[config.mk]
export PLATFORM = sky130hd
export DESIGN_NAME = mem_arbiter
export DESIGN_NICKNAME = d
export VERILOG_FILES = /design/src/rtl/mem_arbiter_pkg.sv /design/src/rtl/mem_arb_pick.sv /design/src/rtl/mem_arbiter.sv
export SDC_FILE = /design/constraint.sdc
export NUM_CORES = 1
export LEC_CHECK = 0
export ABC_AREA = 1
export CORE_ASPECT_RATIO = 0.9
export CORE_MARGIN = 4
export CORE_UTILIZATION = 31
export DETAILED_ROUTE_END_ITERATION = 6
export GPL_TIMING_DRIVEN = 0
export PLACE_DENSITY = 0.78
export SLEW_MARGIN = 20
export SYNTH_ARGS = -nofsm -noshare
export SYNTH_HDL_FRONTEND = slang
export SYNTH_SLANG_ARGS = --single-unit
[constraint.sdc]
create_clock -name clk -period 2.2 [get_ports clk]
set_input_delay 0.22 -clock clk [delete_from_list [all_inputs] [get_ports clk]]
set_output_delay 0.22 -clock clk [all_outputs]
set_load 0.03 [all_outputs]
[src/rtl/mem_arbiter_pkg.sv]
// mem_arbiter_pkg
// Shared encodings for the unified memory-port arbiter.
//   ARB_IDLE / ARB_ISSUE / ARB_WAIT : arbiter FSM state encodings
//   OWN_MB / OWN_IF                 : owner register encodings
//   STARVE_W                        : width of the starvation counter (holds 0..15)
package mem_arbiter_pkg;

  localparam logic [1:0] ARB_IDLE  = 2'd0;
  localparam logic [1:0] ARB_ISSUE = 2'd1;
  localparam logic [1:0] ARB_WAIT  = 2'd2;

  // OWN_MB is the all-zero value so the reset owner falls out naturally.
  localparam logic OWN_MB = 1'b0;
  localparam logic OWN_IF = 1'b1;

  localparam int STARVE_W = 4;

endpackage

[src/rtl/mem_arb_pick.sv]
// mem_arb_pick
// Priority decision between the fetch and data requesters, plus the
// starvation counter that periodically forces a fetch win.
// Ports:
//   clk, rst_n     : clock, synchronous active-low reset
//   if_req, mb_req : pending requests from fetch / data side
//   arb_en         : high only in cycles where a grant may be issued
//   pick_if        : fetch wins this cycle
//   pick_mb        : data side wins this cycle
module mem_arb_pick
  import mem_arbiter_pkg::*;
#(
  parameter int STARVE_MAX = 4
) (
  input  logic clk,
  input  logic rst_n,
  input  logic if_req,
  input  logic mb_req,
  input  logic arb_en,
  output logic pick_if,
  output logic pick_mb
);

  logic [STARVE_W-1:0] starve_cnt;
  logic                starved;

  assign starved = (starve_cnt == STARVE_W'(STARVE_MAX));

  // Data side wins by default; once it has beaten fetch STARVE_MAX times in
  // a row, fetch takes the next contended slot.
  assign pick_if = arb_en && if_req && (!mb_req || starved);
  assign pick_mb = arb_en && mb_req && !(if_req && starved);

  // Counts only contended data wins; any fetch grant or an idle slot without
  // a fetch request means fetch is not being starved, so start over.
  always_ff @(posedge clk) begin
    if (!rst_n) begin
      starve_cnt <= '0;
    end else if (arb_en) begin
      if (pick_if || !if_req) begin
        starve_cnt <= '0;
      end else if (pick_mb) begin
        starve_cnt <= starve_cnt + STARVE_W'(1);
      end
    end
  end

endmodule

[src/rtl/mem_arbiter.sv]
// mem_arbiter
// Shares one memory port between instruction fetch and the mem_branch data
// stage. One transaction at a time: grant, register payload, issue to memory,
// route the single response back to its owner. Fetch responses made stale by
// a pipeline flush are swallowed.
// Ports:
//   clk, rst_n                          : clock, synchronous active-low reset
//   if_req/if_addr/if_flush             : fetch read request, pipeline flush
//   if_gnt/if_rvalid/if_rdata           : fetch grant and response
//   mb_req/mb_we/mb_addr/mb_wdata/mb_wstrb : data load/store request
//   mb_gnt/mb_rvalid/mb_rdata           : data grant and response (store ack)
//   mem_req/mem_we/mem_addr/mem_wdata/mem_wstrb : registered memory request
//   mem_gnt/mem_rvalid/mem_rdata        : memory accept and response
module mem_arbiter
  import mem_arbiter_pkg::*;
#(
  parameter int ADDR_W     = 32,
  parameter int DATA_W     = 32,
  parameter int STARVE_MAX = 4
) (
  input  logic                clk,
  input  logic                rst_n,

  input  logic                if_req,
  input  logic [ADDR_W-1:0]   if_addr,
  input  logic                if_flush,
  output logic                if_gnt,
  output logic                if_rvalid,
  output logic [DATA_W-1:0]   if_rdata,

  input  logic                mb_req,
  input  logic                mb_we,
  input  logic [ADDR_W-1:0]   mb_addr,
  input  logic [DATA_W-1:0]   mb_wdata,
  input  logic [DATA_W/8-1:0] mb_wstrb,
  output logic                mb_gnt,
  output logic                mb_rvalid,
  output logic [DATA_W-1:0]   mb_rdata,

  output logic                mem_req,
  output logic                mem_we,
  output logic [ADDR_W-1:0]   mem_addr,
  output logic [DATA_W-1:0]   mem_wdata,
  output logic [DATA_W/8-1:0] mem_wstrb,
  input  logic                mem_gnt,
  input  logic                mem_rvalid,
  input  logic [DATA_W-1:0]   mem_rdata
);

  logic [1:0] state;
  logic       owner;
  logic       drop;
  logic       arb_en;
  logic       pick_if;
  logic       pick_mb;
  logic       resp_fire;

  // Gating with rst_n keeps both grants low while reset is asserted even
  // though the state register only clears at the edge.
  assign arb_en = rst_n && (state == ARB_IDLE);

  mem_arb_pick #(
    .STARVE_MAX (STARVE_MAX)
  ) u_pick (
    .clk     (clk),
    .rst_n   (rst_n),
    .if_req  (if_req),
    .mb_req  (mb_req),
    .arb_en  (arb_en),
    .pick_if (pick_if),
    .pick_mb (pick_mb)
  );

  assign if_gnt = pick_if;
  assign mb_gnt = pick_mb;

  // A response only counts in WAIT; stray mem_rvalid elsewhere is ignored.
  // A flush arriving together with the response must also kill it, hence
  // the direct if_flush term alongside the registered drop flag.
  assign resp_fire = rst_n && (state == ARB_WAIT) && mem_rvalid;
  assign if_rvalid = resp_fire && (owner == OWN_IF) && !drop && !if_flush;
  assign mb_rvalid = resp_fire && (owner == OWN_MB);
  assign if_rdata  = mem_rdata;
  assign mb_rdata  = mem_rdata;

  // Main FSM: captures the winner's payload, holds it stable on the memory
  // port until accepted, then waits for the single response. The drop flag
  // remembers a flush seen while fetch owns the port.
  always_ff @(posedge clk) begin
    if (!rst_n) begin
      state     <= ARB_IDLE;
      owner     <= OWN_MB;
      drop      <= 1'b0;
      mem_req   <= 1'b0;
      mem_we    <= 1'b0;
      mem_addr  <= '0;
      mem_wdata <= '0;
      mem_wstrb <= '0;
    end else begin
      case (state)
        ARB_IDLE: begin
          drop <= 1'b0;
          if (pick_if) begin
            owner     <= OWN_IF;
            mem_req   <= 1'b1;
            mem_we    <= 1'b0;
            mem_addr  <= if_addr;
            mem_wdata <= '0;
            mem_wstrb <= '0;
            drop      <= if_flush;
            state     <= ARB_ISSUE;
          end else if (pick_mb) begin
            owner     <= OWN_MB;
            mem_req   <= 1'b1;
            mem_we    <= mb_we;
            mem_addr  <= mb_addr;
            mem_wdata <= mb_wdata;
            mem_wstrb <= mb_wstrb;
            state     <= ARB_ISSUE;
          end
        end

        ARB_ISSUE: begin
          if ((owner == OWN_IF) && if_flush) begin
            drop <= 1'b1;
          end
          if (mem_gnt) begin
            mem_req <= 1'b0;
            state   <= ARB_WAIT;
          end
        end

        ARB_WAIT: begin
          if ((owner == OWN_IF) && if_flush) begin
            drop <= 1'b1;
          end
          if (mem_rvalid) begin
            drop  <= 1'b0;
            state <= ARB_IDLE;
          end
        end

        default: begin
          mem_req <= 1'b0;
          drop    <= 1'b0;
          state   <= ARB_IDLE;
        end
      endcase
    end
  end

endmodule

==> qor.log <==
INFO  worst_setup_path reg2reg_from=state[1]
INFO  final_layout   seqCellArea=0.00156mm^2
INFO  pwr            power.density=651mW/mm^2
INFO  global_route   globalRoute.totalOverflow=0
INFO  pwr            static_power_due_to_leakage=3.52nW
INFO  sta            worst_max_slew_margin_expressed_relative_to_the_limit=0.616
INFO  global_route   antenna_found_initial=0
INFO  synthesis      syn_area=0.00428mm^2
INFO  die            die-width=132um
INFO  clocking       post_cts.repair.setup_buffers=0
INFO  worst_setup_path category_of_the_most_critical_setup_path=flip-flop to primary output
INFO  synthesis      synth.yosys.seq_area_share=0.365
INFO  detailed_routing wl=13800um
INFO  detailed_routing vias=4621
INFO  sta            worstMarginPinSlew=0.576ns
INFO  die            initial_core_util=0.318
INFO  worst_setup_path worstPathRequired=1.98ns
INFO  worst_setup_path crit_path_start=state[0]
INFO  detailed_routing post_drt_via_cell_ratio=4.24
INFO  run_status     result_of_the_run=completed
INFO  sta            post_route_skew=0.00620ns
INFO  die            design.portCount=278
INFO  sta            setup_tns=0ns
INFO  clocking       worst_skew_pair.late_latency=0.33ns
INFO  worst_setup_path worst_path_largest_cell_delay=0.35ns
INFO  detailed_routing routedWlPerCell=12.7um
INFO  die            floorplan.core_area=0.0135mm^2
INFO  detailed_routing number_of_iterations_in_the_first_detailed_routing_pass=4
INFO  final_layout   areaGrowthSynthToFinish=69.1%
INFO  global_route   track_usage=0.170
INFO  final_layout   area_occupied_by_multi_input_gates=0.00164mm^2
INFO  die            placement_rows=40
INFO  worst_setup_path crit_arrival=1.84ns
INFO  sta            max_clock_freq=485MHz
INFO  final_layout   antenna_cells=0
INFO  detailed_routing 1st_iter_drt_viols=146
INFO  place          hpwl=11300um
INFO  clocking       ctsLongestPathBuffers=2
INFO  clocking       htree_num_levels=3
INFO  worst_setup_path path_delay_family=simple AND/OR/NAND/NOR gates
INFO  place          gpl.final_weighted_congestion=0.832
INFO  sta            rsz0062_at_grt=false
INFO  die            dieHeight=120um
INFO  worst_setup_path critical_path.startpoint_type=flip-flop
INFO  worst_setup_path critical_path.max_fanout=9
INFO  synthesis      net_count_of_the_mapped_netlist=804
INFO  detailed_routing drt_drc_violations_left=0
INFO  pwr            ir_worst_vdd=0.000431V
INFO  synthesis      yosys_warnings=0
INFO  sta            final_min_period_over_clock_period=0.937
INFO  hold_path      holdCritStartpoint=mem_gnt
INFO  final_layout   layout.core_utilization=0.538
INFO  final_layout   fill_cell_instance_count_of_the_final_layout=1341
INFO  sta            final_period_minus_worst_setup_slack=2.06ns
INFO  global_route   via_count_of_the_first_global_routing_pass=4488
INFO  clocking       clock_root_buffer_master=clkbuf_16
INFO  clocking       cts_tree=built
INFO  global_route   grt_first_pass_wirelength=21700um
INFO  sta            report.final.hold_viol_count=0
INFO  sta            hold_ws=0.467ns
INFO  hold_path      worst_hold_path_type=primary input to flip-flop
INFO  worst_setup_path crit_buf_inv=2
INFO  final_layout   layout.nets=1060
INFO  synthesis      netlist-cell-type-count=20
INFO  synthesis      synth.ff_latch_count=78
INFO  global_route   grt_start_max_net_pins=14
INFO  clocking       cts.sink_count=78
INFO  final_layout   final_layout_size_suffix_gt1_frac=0.131
INFO  sta            timing.final.max_slew_violations=0
INFO  synthesis      synthCells=662
INFO  place          placement.io_buffers=245
INFO  detailed_routing antenna_violating_nets_post_route=0
INFO  worst_setup_path critPathCaptureType=primary output
INFO  worst_setup_path crit_chain=nor2_1, nand2_1, nor2_4, nand2_4, inv_1, clkdlybuf4s15_2
INFO  die            dieArea=0.0158mm^2
INFO  run            maxCapViolations=0
INFO  clocking       post_cts_hold_buffers=0
INFO  sta            final-setup-viol-count=0
INFO  clocking       clk_pin_slew=0.06ns
INFO  synthesis      synthesis.area_per_instance=6.47um^2
INFO  worst_setup_path critical_path.slowest_cell=dfxtp_1
INFO  clocking       cts_made_buffers=9
[layout by cell type (no fill, tap or decap), types with 2 or more instances in the layout]
cell type and instances:
clkdlybuf4s50_1 241, nand2_1 166, inv_1 99, dfxtp_1 78
nor2_1 74, buf_4 69, nand3_1 68, clkinv_1 19
a21oi_1 17, nor3_1 17, buf_2 16, clkbuf_1 11
nor3_2 10, clkbuf_16 9, o21ai_0 6, clkinvlp_4 3
nor2_4 2, nand2_2 2, inv_2 2, clkbuf_2 2
ha_1 2, clkinv_2 2
[registers in the layout, indices dropped and copies added, names as in the netlist]
signal / flops
state: 2
mem_req: 1
mem_we: 1
mem_wdata: 32
mem_addr: 32
owner: 1
mem_wstrb: 4
u_pick.starve_cnt: 4
drop: 1
[stage by stage]
stage	worst slack, ns	power [mW]	std cells	cell area (um^2)
floorplan	0.350	2.58	662	4280
global placement	-0.415	3.28	1075	6950
detailed placement	-0.431	3.30	1075	6950
CTS	0.0292	4.79	1091	7240
global route	0.0134	4.99	1091	7240
finish	0.138	4.72	1091	7240
[layer usage]
metal	part of all wire	vias up	GRT usage
met5	0	-	0
met4	0.021	0	0.0551
met3	0.097	22	0.0704
met2	0.48	203	0.301
met1	0.40	1974	0.184
li1	-	2422	-
[worst min-delay path: cells and delay by family]
family | cells | cell delay (ns)
compound gates | 1 | 0.06
buf+inv | 2 | 0.47
[cells by family (layout without fill, tap and decap cells)]
logic type,after synthesis,count (layout),synth area share
buffers and inverters,216,477,0.254
adders and majority gates,2,2,0.00584
DFF,78,78,0.365
and+or+nand+nor,341,341,0.344
AOI/OAI and AO/OA,24,24,0.0289
xor gates and xnor gates,1,1,0.00205
[report_power, final]
group / internal, mW / total [mW] / switching [mW]
logic: 0.740 / 1.64 / 0.899
clock network: 0.875 / 1.46 / 0.585
registers: 1.55 / 1.62 / 0.0679
[final cells by class]
cell class | instances | share of cell area
clock inverter | 6 | 0.00864
sequential | 78 | 0.216
tap | 168 | 0.0290
buffer | 96 | 0.0884
timing repair buffer | 245 | 0.338
clock buffer | 10 | 0.0316
multi-input combinational | 368 | 0.226
inverter | 120 | 0.0622
[final timing paths]
check                               to  slack [ns]  cells past startpoint
setup / recovery                if_gnt        0.14                      6
hold / removal                state[1]        0.47                      3
setup reg to reg          mem_addr[18]        0.41                      9
hold reg to reg   u_pick.starve_cnt[3]        0.47                      2
[cell usage after synthesis, drive strengths merged]
cell    number  area (um^2)
nor4b        1         8.76
clkinv      19         71.3
inv        101          379
nand3       68          340
nor3        27          185
nand2      169          639
clkbuf      11         41.3
a21oi       17         85.1
nor2        76          300
buf         85          598
o21ai        7         38.8
dfxtp       78         1560
ha           2         25.0
xor2         1         8.76
[timing repair]
| item | CTS | global route |
|---|---|---|
| resized for setup | 7 | 5 |
| gates cloned | 0 | 0 |
| setup endpoints to repair | 3 | 3 |
No activity file was read; power rests on OpenSTA's default activity.
